==> src/rtl/apb_timer.sv <==
// APB slave timer: 32-bit counter with prescaler, compare match and level interrupt.
// Bus accesses complete after a fixed number of wait states.
module apb_timer #(
  parameter int WAIT_STATES = 1,
  parameter int PRESC_W     = 16
) (
  input  logic        clk,
  input  logic        rst,
  input  logic [31:0] PADDR,
  input  logic [31:0] PWDATA,
  input  logic        PWRITE,
  input  logic        PSEL,
  input  logic        PENABLE,
  output logic [31:0] PRDATA,
  output logic        PREADY,
  output logic        irq
);

  localparam logic [3:0] WS_C = 4'(WAIT_STATES);

  logic [3:0]         wait_cnt_r;
  logic [2:0]         ctrl_r;
  logic [PRESC_W-1:0] presc_r;
  logic [PRESC_W-1:0] pcnt_r;
  logic [31:0]        count_r;
  logic [31:0]        compare_r;
  logic               match_r;

  logic               access_s;
  logic               ready_s;
  logic [2:0]         sel_s;
  logic               tick_s;
  logic               hit_s;
  logic               wr_ctrl_s;
  logic               wr_presc_s;
  logic               wr_count_s;
  logic               wr_compare_s;
  logic               wr_status_s;
  logic [31:0]        rdata_s;
  logic               unused_s;

  assign access_s = PSEL & PENABLE;
  assign ready_s  = ~rst & access_s & (wait_cnt_r == WS_C);
  assign sel_s    = PADDR[4:2];
  assign tick_s   = ctrl_r[0] & (pcnt_r == presc_r);
  assign hit_s    = tick_s & (count_r == compare_r);
  assign unused_s = ^{PADDR[31:5], PADDR[1:0]};

  assign PREADY = ready_s;
  assign PRDATA = rdata_s;
  assign irq    = match_r & ctrl_r[2];

  // Wait-state counter: runs only while an access phase is stalled.
  always_ff @(posedge clk) begin
    if (rst) begin
      wait_cnt_r <= 4'd0;
    end else if (access_s & ~ready_s) begin
      wait_cnt_r <= wait_cnt_r + 4'd1;
    end else begin
      wait_cnt_r <= 4'd0;
    end
  end

  // Write strobe decode, one strobe per mapped register.
  always_comb begin
    wr_ctrl_s    = 1'b0;
    wr_presc_s   = 1'b0;
    wr_count_s   = 1'b0;
    wr_compare_s = 1'b0;
    wr_status_s  = 1'b0;
    if (ready_s & PWRITE) begin
      case (sel_s)
        3'd0:    wr_ctrl_s    = 1'b1;
        3'd1:    wr_presc_s   = 1'b1;
        3'd2:    wr_count_s   = 1'b1;
        3'd3:    wr_compare_s = 1'b1;
        3'd4:    wr_status_s  = 1'b1;
        default: wr_ctrl_s    = 1'b0;
      endcase
    end else begin
      wr_ctrl_s = 1'b0;
    end
  end

  // Register file and timer; bus writes to COUNT override the tick increment.
  always_ff @(posedge clk) begin
    if (rst) begin
      ctrl_r    <= 3'd0;
      presc_r   <= '0;
      pcnt_r    <= '0;
      count_r   <= 32'd0;
      compare_r <= 32'd0;
      match_r   <= 1'b0;
    end else begin
      if (wr_ctrl_s)    ctrl_r    <= PWDATA[2:0];
      if (wr_compare_s) compare_r <= PWDATA;

      if (wr_presc_s) begin
        presc_r <= PWDATA[PRESC_W-1:0];
        pcnt_r  <= '0;
      end else if (tick_s | ~ctrl_r[0]) begin
        pcnt_r  <= '0;
      end else begin
        pcnt_r  <= pcnt_r + PRESC_W'(1);
      end

      if (wr_count_s)                count_r <= PWDATA;
      else if (hit_s & ctrl_r[1])    count_r <= 32'd0;
      else if (tick_s)               count_r <= count_r + 32'd1;

      // A new match beats a simultaneous write-1-to-clear.
      if (hit_s)                          match_r <= 1'b1;
      else if (wr_status_s & PWDATA[0])   match_r <= 1'b0;
    end
  end

  // Read mux: data is driven only in the completing cycle of a read.
  always_comb begin
    rdata_s = 32'd0;
    if (ready_s & ~PWRITE) begin
      case (sel_s)
        3'd0:    rdata_s = {29'd0, ctrl_r};
        3'd1:    rdata_s = 32'(presc_r);
        3'd2:    rdata_s = count_r;
        3'd3:    rdata_s = compare_r;
        3'd4:    rdata_s = {31'd0, match_r};
        default: rdata_s = 32'd0;
      endcase
    end else begin
      rdata_s = 32'd0;
    end
  end

endmodule

==> config.mk <==
export PLATFORM = sky130hd
export DESIGN_NAME = apb_timer
export DESIGN_NICKNAME = d
export VERILOG_FILES = /design/src/rtl/apb_timer.sv
export SDC_FILE = /design/constraint.sdc
export NUM_CORES = 1
export LEC_CHECK = 0
export CAP_MARGIN = 10
export CELL_PAD_IN_SITES_DETAIL_PLACEMENT = 0
export CELL_PAD_IN_SITES_GLOBAL_PLACEMENT = 1
export CORE_MARGIN = 1.5
export CORE_UTILIZATION = 40
export DETAILED_ROUTE_END_ITERATION = 12
export DONT_BUFFER_PORTS = 1
export GPL_TIMING_DRIVEN = 0
export PLACE_DENSITY = 0.79
export SLEW_MARGIN = 20
export SYNTH_ARGS = -nofsm -noshare
export SYNTH_HDL_FRONTEND = slang
export SYNTH_SLANG_ARGS = --single-unit
==> constraint.sdc <==
create_clock -name clk -period 4.9 [get_ports clk]
set_input_delay 1.47 -clock clk [delete_from_list [all_inputs] [get_ports clk]]
set_output_delay 1.47 -clock clk [all_outputs]
set_load 0.05 [all_outputs]
# Word-level counts from Yosys, hierarchy flattened
# Index checks and enable logic that the tools add are counted.
[word_totals] output_inout_bits=34 wordCells=56 ff_bits=104 input_bits=69
[classes] mux=17 n_eq_ne=7 addsub=3 n_bitwise=17 n_reduce_logical=5
[op_table] operator="$pmux 32 s5" n=1
[op_table] operator="$mux 32" n=4
[op_table] operator="$add 32x1->32 const B" n=1
[op_table] operator="$eq 32x32->1" n=1
[op_table] operator="$add 16x1->16 const B" n=1
[op_table] operator="$eq 16x16->1" n=1
[op_table] operator="$mux 1" n=12
[op_table] operator="$and 1x1->1" n=11
[op_table] operator="$eq 3x2->1 const B" n=2
[op_table] operator="$not 1->1" n=5
[op_table] operator="$add 4x1->4 const B" n=1
[op_table] operator="$eq 4x1->1 const B" n=1
[op_table] operator="$eq 3x1->1 const B" n=1
[op_table] operator="$eq 3x3->1 const B" n=1
[op_table] operator="$logic_not 3->1" n=1
[op_table] operator="$reduce_bool 3->1" n=1
[op_table] operator="$reduce_or 3->1" n=1
[op_table] operator="$reduce_bool 2->1" n=1
[op_table] operator="$reduce_or 2->1" n=1
[op_table] operator="$or 1x1->1" n=1

# Logic depth before layout (Yosys ltp)
# Gate-level depths: netlist (run 1).
[logic_depth] ltp_word=8 mapped_depth=10 ltp_nobuf=8

# Worst setup path before layout (run 1)
# Ideal clock, no wire load.
[synth_path] path_type="in2out" start="input rst" end="output PRDATA[10]" path_buffers=2 arrival_time_ps=3942 t_required_ps=3430 stages=8 path_slack_ps=-512 cell_sequence="clkbuf_1 -> clkinv_1 -> nand3_1 -> nor2_1 -> nand3b_1 -> or2_2 -> clkbuf_1 -> nor2_1"
[synth_between] elab_chain_cells=5
[synth_rtl] item="start: declaration" line="8" rtl="input logic rst,"
[synth_rtl] item="$not 1->1" line="43" rtl="assign ready_s = ~rst & access_s & (wait_cnt_r == WS_C);"
[synth_rtl] item="$and 1x1->1 (2 in a row)" line="43"
[synth_rtl] item="net PREADY" line="15" rtl="output logic PREADY,"
[synth_rtl] item="$and 1x1->1" line="120" rtl="if (ready_s & ~PWRITE) begin"
[synth_rtl] item="$mux 32" line="120"
[synth_rtl] item="end: declaration" line="14" rtl="output logic [31:0] PRDATA,"
# The timed path passes the listed nets, and every way through them passes these cells.

# Worst setup path after layout (run 1)
[layout_path] start="input rst" end="output PRDATA[5]"
# The elaborated chain is that of the path after synthesis.

==> results of run 1 <==
[cell type report]
cell class / instances / area [um2] / share of cell area
multi-input cells: 586 / 3790 / 0.564
flip-flops and latches: 104 / 2080 / 0.310
clock buffers: 11 / 243 / 0.0361
plain buffers: 59 / 240 / 0.0357
well taps: 184 / 230 / 0.0343
clock inverters: 5 / 87.6 / 0.0130
inverters: 8 / 35.0 / 0.00521
repair buffers: 2 / 15.0 / 0.00223
[flip-flops by register name, indices dropped and copies added (netlist names)]
signal / cells
compare_r: 32
wait_cnt_r: 4
count_r: 32
presc_r: 16
ctrl_r: 3
match_r: 1
pcnt_r: 16
[layout by cell type (no fill, tap or decap), types with 3 or more instances in the layout]
cell type and n:
xnor2_1 21, o211ai_1 3, nand2_1 88, nand3b_1 3, nor2b_1 10, nor2_2 7, dfxtp_1 104, nand3_1 23
mux2i_1 23, nand4b_1 5, o31ai_1 3, a21oi_1 45, buf_4 5, mux2_2 14, o21ai_0 31, buf_2 5
and4_1 4, nor2_4 24, nand2b_1 3, inv_1 7, or3_1 5, a311oi_1 9, xor2_1 44, clkbuf_1 50
and3_1 9, clkbuf_16 9, o22a_1 3, o211a_1 3, a22oi_1 32, a221oi_1 10, nor4_1 15, nor3_1 18
and2_1 5, nor2_1 83, ha_1 4, nand4_1 13
[cell usage after synthesis, drive strengths merged, types with 15 or more instances]
cell / n
o21ai: 31
a21oi: 45
nand4: 15
nor3: 19
xnor2: 21
nor2: 114
nor4: 16
nand3: 23
dfxtp: 104
xor2: 44
a22oi: 32
mux2i: 23
nand2: 88
clkbuf: 53
[cells by family (layout without fill, tap and decap cells)]
logic type / count (synthesis) / after routing / share of synthesized area
XOR/XNOR: 65 / 65 / 0.0961
AND/OR/NAND/NOR: 326 / 326 / 0.262
AO/OA/AOI/OAI: 154 / 154 / 0.172
flip-flops: 104 / 104 / 0.352
buffers and inverters: 67 / 85 / 0.0439
adder cells (fa/ha/maj): 4 / 4 / 0.00845
multiplexers: 37 / 37 / 0.0655
[power groups by stage]
stage          combinational (mW)  clock, mW  sequential [mW]
3_5_place_dp               0.0541          0            0.867
6_report                   0.0579      0.823            0.847
3_3_place_gp               0.0529          0            0.867
5_1_grt                    0.0626      0.867            0.847
4_1_cts                    0.0555      0.830            0.847
2_1_floorplan              0.0366          0            0.867
[worst max-delay path, cell delays in order]
cell and delay [ns]:
clkbuf_2 0.19, clkinv_4 0.15, nand3_1 0.15, nor2_4 0.34, nand3b_1 0.13, or2_2 0.34, nor2_1 0.70
[routing by layer]
| metal | up-vias | global-route usage | part of all wire |
|---|---|---|---|
| met3 | 35 | 0.0593 | 0.093 |
| li1 | 2704 | - | - |
| met4 | 0 | 0.0913 | 0.019 |
| met1 | 2777 | 0.363 | 0.43 |
| met2 | 271 | 0.407 | 0.45 |
| met5 | - | 0 | 0 |
[stage by stage]
stage          utilization  hold slack, ns  instance area (um2)
2_1_floorplan            -           0.433                 5960
3_3_place_gp         0.428           0.447                 6190
3_5_place_dp         0.428           0.454                 6200
4_1_cts              0.461           0.471                 6670
5_1_grt              0.464           0.513                 6720
6_report             0.464           0.473                 6720
[repair_timing]
| item | 4_1_cts | 5_1_grt |
|---|---|---|
| pin swaps | 21 | 4 |
| setup buffers | 0 | 2 |
| gates cloned | 0 | 0 |
| setup endpoints to repair | 32 | 31 |
| hold buffers | 0 | 0 |
| resized for setup | 38 | 16 |
[path summary, 6_finish.rpt]
path / slack (ns) / startpoint / to / cells after the start
worst max-delay path: -0.05 / rst / PRDATA[5] / 7
worst min-delay path: 0.47 / wait_cnt_r[0] / wait_cnt_r[0] / 1
worst max register to register: 1.38 / count_r[2] / count_r[20] / 10
worst min register to register: 0.47 / wait_cnt_r[0] / wait_cnt_r[0] / 1
==> results.tsv, run 1 <==
stage	metric	value	unit
finish	area_growth	13.5	%
yosys	syn_area	5920	um2
placed_design	gp_congestion	0.947	
route	drt_drc_violations_left	0	
clocking	cts_max_level	3	
finish	drive_gt1_frac	0.106	
grt	grt_use_total	0.264	
clocking	cts_tree	done	
grt	grt_max_degree	18	
grt	grt_pass1_wl	32100	um
die	ios	103	
timing	report.final.slew_viol_count	0	
clocking	cts_buffers	9	
route	viasPerCell	6.03	
power	seqPwrFrac	0.490	
timing	hold_viol	0	
finish	nNetsFinal	843	
clocking	root_buffer	clkbuf_16	
die	die-height	125	um
grt	overflow	0	
power	netSwitchingFraction	0.231	
yosys	syn_area_per_cell	7.82	um2
yosys	yosysUniqueCellTypes	55	
clocking	clockBufferDepth	2	
clocking	numClockSinks	104	
timing	worst_slack	-0.0499	ns
finish	diodes	0	
timing	fin_skew	0.0156	ns
route	wirelength	20300	um
worst_setup_path	endpoint_kind	output port	
yosys	synth_area_leader_cell	dfxtp_1	
power	power.switching	0.399	mW
power	leakage	2.41	nW
placed_design	dp_hpwl	15100	um
yosys	synth_top_area_frac	0.352	
job	cap_violations	0	
power	powerDensity	257	nW/um2
yosys	ys_seq_area_frac	0.352	
placed_design	io_buffers	0	
worst_setup_path	arrival	3.48	ns
yosys	synth_ff_type	dfxtp_1	
die	coreArea	14500	um2
yosys	async_flop_share	0	
timing	min_period_over_period	1.01	
timing	finalCriticalPeriod	4.95	ns
route	routed-via-count	5787	
timing	final.setup.tns	-0.147	ns
yosys	syn_inst	757	
worst_setup_path	path_class	in -> out	
grt	grt_pass1_vias	5634	
route	drtPass1Iterations	6	
yosys	yosys_warnings	0	
power	intPower	1.33	mW
finish	stdcell_count	959	
power	power.total	1.73	mW
yosys	synth-edff-count	0	
min_path	holdCritPathClass	reg -> reg	
clocking	clkSlewWorstSetupHoldPaths	0.07	ns
route	ant_nets	0	
run_status	violations	setup timing	
power	p_clk_frac	0.476	
power	peakVddDrop	161	uV
timing	worst_pin_slew	0.889	ns
yosys	synth.area.top_cells	dfxtp_1, nor2_1, xor2_1, nand2_1, a22oi_1	
die	start_util	0.409	
yosys	syn-num-nets	830	
worst_setup_path	cp-start-kind	primary input	
yosys	ys_seq_elements	104	
die	die_area	15500	um2
route	drt_iter0_markers	465	
placed_design	place_ws	-0.686	ns
placed_design	dp_cells	941	
timing	rsz0062_at_grt	true	
route	wl_per_cell	21.2	um
finish	fill_cells	1452	
die	row_count	44	
timing	fmax	0.202	GHz
worst_setup_path	worstPathMaxFanout	10	
die	die_w	125	um
worst_setup_path	required	3.43	ns
power	p_comb_frac	0.034	
timing	finalSetupViolations	3	
grt	grt_antenna_before_repair	0	
timing	slew_headroom	0.405	
run_status	outcome	complete, but fails checks	
clocking	clock_latency	0.37	ns
No activity file was read; power rests on OpenSTA's default activity.
==> run 2, diff against run 1 <==
--- a/config.mk
+++ b/config.mk
@@ -8,12 +8,13 @@
 export CAP_MARGIN = 10
 export CELL_PAD_IN_SITES_DETAIL_PLACEMENT = 0
 export CELL_PAD_IN_SITES_GLOBAL_PLACEMENT = 1
-export CORE_MARGIN = 1.5
+export CORE_MARGIN = 4
 export CORE_UTILIZATION = 40
 export DETAILED_ROUTE_END_ITERATION = 12
 export DONT_BUFFER_PORTS = 1
 export GPL_TIMING_DRIVEN = 0
 export PLACE_DENSITY = 0.79
+export SKIP_LAST_GASP = 1
 export SLEW_MARGIN = 20
 export SYNTH_ARGS = -nofsm -noshare
 export SYNTH_HDL_FRONTEND = slang
==> results.tsv, run 2 (synthesized netlist as in run 1, its figures left out) <==
stage	metric	value	unit
die	die_w	130	um
power	powerDensity	249	nW/um2
clocking	cts_tree	done	
worst_setup_path	r2r_slack	1.46	ns
route	drt_drc_violations_left	0	
clocking	ctsHoldBuffers	0	
timing	hold_ws	0.471	ns
placed_design	gp_congestion	0.958	
clocking	numClockSinks	104	
timing	worst_slack	0.0935	ns
timing	rsz0062_at_grt	false	
worst_setup_path	cp_top_family	simple AND/OR/NAND/NOR gates	
power	leakage	2.39	nW
timing	hold_viol	0	
die	start_util	0.407	
timing	worst_pin_slew	0.801	ns
finish	diodes	0	
finish	area_growth	12.9	%
worst_setup_path	crit_path_max_incr_delay	0.45	ns
die	die-height	130	um
worst_setup_path	required	3.43	ns
placed_design	place_ws	-0.654	ns
worst_setup_path	worstPathMaxFanout	10	
die	ios	103	
timing	min_period_over_period	0.981	
timing	report.final.slew_viol_count	0	
grt	grt_use_total	0.242	
die	row_count	44	
route	wirelength	20100	um
worst_setup_path	cpMostUsedCell	clkbuf_1	
finish	reg.largest.list	compare_r x32, count_r x32	
route	ant_nets	0	
worst_setup_path	cp-start-kind	primary input	
timing	fmax	0.208	GHz
finish	final_common_cell	dfxtp_1	
finish	drive_gt1_frac	0.110	
worst_setup_path	endpoint_kind	output port	
power	peakVddDrop	159	uV
placed_design	dp_hpwl	15200	um
grt	grt_max_degree	18	
timing	finalSetupViolations	0	
route	drt_iter0_markers	474	
timing	fin_skew	0.0137	ns
grt	grt_busiest_layer	met2	
grt	overflow	0	
worst_setup_path	cp_num_buf_inv	2	
clocking	clkSlewWorstSetupHoldPaths	0.07	ns
min_path	holdCritPathClass	reg -> reg	
finish	layout_common_cells	dfxtp_1, nand2_1, nor2_1, clkbuf_1, a21oi_1	
placed_design	io_buffers	0	
job	cap_violations	0	
finish	nNetsFinal	842	
route	wl_per_cell	21.0	um
route	drtPass1Iterations	5	
finish	final_util	0.460	
worst_setup_path	cp_cell_sequence	clkbuf_1 -> nand2b_1 -> nor2_2 -> clkbuf_1 -> a22oi_1 -> nor2_4	
worst_setup_path	arrival	3.34	ns
clocking	root_buffer	clkbuf_16	
clocking	cts_buffers	9	
grt	grt_pass1_vias	5586	
timing	finalCriticalPeriod	4.81	ns
grt	grtUsageMet3	0.0523	
clocking	cts_max_level	3	
grt	grt_pass1_wl	31100	um
route	viasPerCell	5.99	
die	coreArea	14500	um2
grt	grtUsageMet1	0.331	
grt	grt_antenna_before_repair	0	
timing	final.setup.tns	0	ns
clocking	clockBufferDepth	2	
clocking	clock_latency	0.36	ns
grt	gr-usage-met2	0.373	
die	die_area	16800	um2
route	routed-via-count	5736	
worst_setup_path	cpMaxStageDelayCell	nor2_2	
worst_setup_path	path_class	in -> out	
run_status	outcome	completed	
timing	slew_headroom	0.461	
run 2: cell count changes in the layout (fill, tap and decap cells not counted), sizes merged:
cell,before,now
buf,11,9
inv,9,8
clkinv,1,2
bufinv,2,1
clkinvlp,1,3
run 2: worst paths after layout:
check                     start       endpoint  depth (start not counted)
hold / removal    wait_cnt_r[0]  wait_cnt_r[0]                          1
setup / recovery       PADDR[4]     PRDATA[30]                          6
hold reg to reg   wait_cnt_r[0]  wait_cnt_r[0]                          1
setup reg to reg     count_r[2]    count_r[24]                         10
run 2: per-layer routing:
layer	vias up	share of wire
met5	-	0
met4	0	0.027
met3	35	0.084
met2	223	0.45
met1	2777	0.44
li1	2701	-
run 2: what timing repair did:
item / CTS / global route
buffers inserted: 0 / 1
gates cloned: 0 / 0
setup endpoints to repair: 32 / 31
pin swaps: 21 / 3
resized for setup: 37 / 18
run 2: cell type report:
cell class / count / area, um2
multi-input combinational: 586 / 3780
timing repair buffer: 1 / 7.51
clock inverter: 6 / 66.3
buffer: 59 / 243
sequential: 104 / 2080
tap: 184 / 230
fill: 1458 / 7850
inverter: 8 / 35.0
clock buffer: 10 / 239
run 2: per-stage QoR:
stage,total power [mW],cell area [um2],cells
final,1.66,6680,958
after global routing,1.71,6680,958
after CTS,1.67,6640,957
after detailed placement,0.921,6200,941
after global placement,0.919,6190,941
after floorplan,0.903,5960,757
run 2: where the power goes:
group          leakage, nW  switching (mW)  internal [mW]
Combinational         1.41          0.0425         0.0143
Sequential           0.837         0.00119          0.846
Clock                0.141           0.346          0.411
Total                 2.39           0.390           1.27
==> run 3, diff against run 2 <==
--- a/config.mk
+++ b/config.mk
@@ -8,8 +8,8 @@
 export CAP_MARGIN = 10
 export CELL_PAD_IN_SITES_DETAIL_PLACEMENT = 0
 export CELL_PAD_IN_SITES_GLOBAL_PLACEMENT = 1
-export CORE_MARGIN = 4
 export CORE_UTILIZATION = 40
+export CTS_CLUSTER_SIZE = 12
 export DETAILED_ROUTE_END_ITERATION = 12
 export DONT_BUFFER_PORTS = 1
 export GPL_TIMING_DRIVEN = 0
==> results.tsv, run 3 (synthesized netlist as in run 1, its figures left out) <==
stage	metric	value	unit
clocking	numClockSinks	104	
die	die-height	124	um
finish	drive_gt1_frac	0.110	
worst_setup_path	endpoint_kind	output port	
timing	min_period_over_period	0.971	
job	cap_violations	0	
clocking	ctsHoldBuffers	0	
finish	diodes	0	
timing	finalCriticalPeriod	4.76	ns
timing	report.final.slew_viol_count	0	
worst_setup_path	required	3.43	ns
timing	fin_skew	0.0117	ns
min_path	holdCritPathClass	reg -> reg	
grt	grt_max_degree	17	
timing	slew_headroom	0.473	
worst_setup_path	timing.rr.start	count_r[2]	
placed_design	place_area	6200	um2
power	peakVddDrop	159	uV
clocking	clock_latency	0.37	ns
worst_setup_path	cp-startpoint	rst	
route	routed-via-count	5699	
placed_design	dp_hpwl	14800	um
timing	hold_viol	0	
route	ant_nets	0	
grt	grt_use_total	0.271	
finish	fill_cells	1453	
clocking	cts_tree	done	
die	start_util	0.409	
clocking	cts_buffers	9	
route	drt_drc_violations_left	0	
clocking	cts_max_level	3	
timing	worst_slack	0.143	ns
placed_design	io_buffers	0	
timing	fmax	0.210	GHz
finish	nNetsFinal	843	
run_status	outcome	completed	
grt	overflow	0	
worst_setup_path	r2r_slack	1.55	ns
finish	final_cell_area	6690	um2
route	drt_iter0_markers	641	
die	ios	103	
worst_setup_path	worstPathMaxFanout	10	
finish	layout_common_cells	dfxtp_1, nand2_1, nor2_1, clkbuf_1, a21oi_1	
clocking	clockBufferDepth	2	
grt	grt_pass1_wl	31100	um
placed_design	gp_congestion	0.927	
route	drtPass1Iterations	7	
clocking	root_buffer	clkbuf_16	
die	row_count	44	
die	die_w	124	um
power	powerDensity	247	nW/um2
timing	finalSetupViolations	0	
route	viasPerCell	5.95	
timing	rsz0062_at_grt	false	
clocking	clkSlewWorstSetupHoldPaths	0.07	ns
grt	grt_pass1_vias	5546	
route	wl_per_cell	20.7	um
placed_design	place_ws	-0.690	ns
finish	reg.largest.list	compare_r x32, count_r x32	
worst_setup_path	arrival	3.29	ns
power	leakage	2.40	nW
power	power.total	1.65	mW
route	wirelength	19900	um
die	coreArea	14500	um2
timing	worst_pin_slew	0.784	ns
grt	grt_antenna_before_repair	0	
die	die_area	15300	um2
finish	area_growth	12.9	%
worst_setup_path	path_class	in -> out	
min_path	hold_start	wait_cnt_r[0]	
finish	final_common_cell	dfxtp_1	
worst_setup_path	cp-start-kind	primary input	
==> run 3: per-layer routing <==
metal	up-vias	global-route usage	routed length [um]
met4	0	0.0904	371
met3	31	0.0820	1950
met1	2700	0.352	8490
met2	258	0.427	9040
li1	2710	-	-
met5	-	0	0
==> run 3: worst max-delay path: stages <==
cell	delay, ns
clkbuf_2	0.19
clkinv_4	0.08
nand3_1	0.13
nor2_4	0.33
nand3b_1	0.14
or2_2	0.35
buf_4	0.25
nor2_4	0.34
==> run 3: timing repair <==
action	4_1_cts	5_1_grt
setup buffers	0	2
pin swaps	21	4
gates resized for setup	36	19
setup endpoints to repair	32	32
hold endpoints to repair	0	0
==> run 3: final timing paths <==
path | to | cells after the start
max | PRDATA[10] | 8
min reg2reg | wait_cnt_r[0] | 1
max reg2reg | count_r[20] | 10
min | wait_cnt_r[0] | 1
==> run 3: area by class of cell <==
type                            instances  area (um2)  area share
Tap cell                              184         230      0.0344
Multi-Input combinational cell        586        3790       0.566
Sequential cell                       104        2080       0.311
Inverter                                8        35.0     0.00524
Clock buffer                           10         239      0.0357
Timing Repair Buffer                    2        15.0     0.00225
Clock inverter                          5        57.6     0.00861
Buffer                                 59         240      0.0359
==> run 3: power breakdown <==
part	internal [mW]	switching (mW)
clock network	0.407	0.337
logic	0.0148	0.0430
registers	0.846	0.00115
total	1.27	0.381
==> run 3: metrics by stage <==
stage | util | cells | setup TNS, ns | hold WS (ns)
floorplan | - | 757 | -0.654 | 0.433
global placement | 0.428 | 941 | -16.47 | 0.447
detailed placement | 0.428 | 941 | -16.72 | 0.453
CTS | 0.458 | 956 | -2.24 | 0.470
global route | 0.462 | 958 | 0 | 0.506
finish | 0.462 | 958 | 0 | 0.472
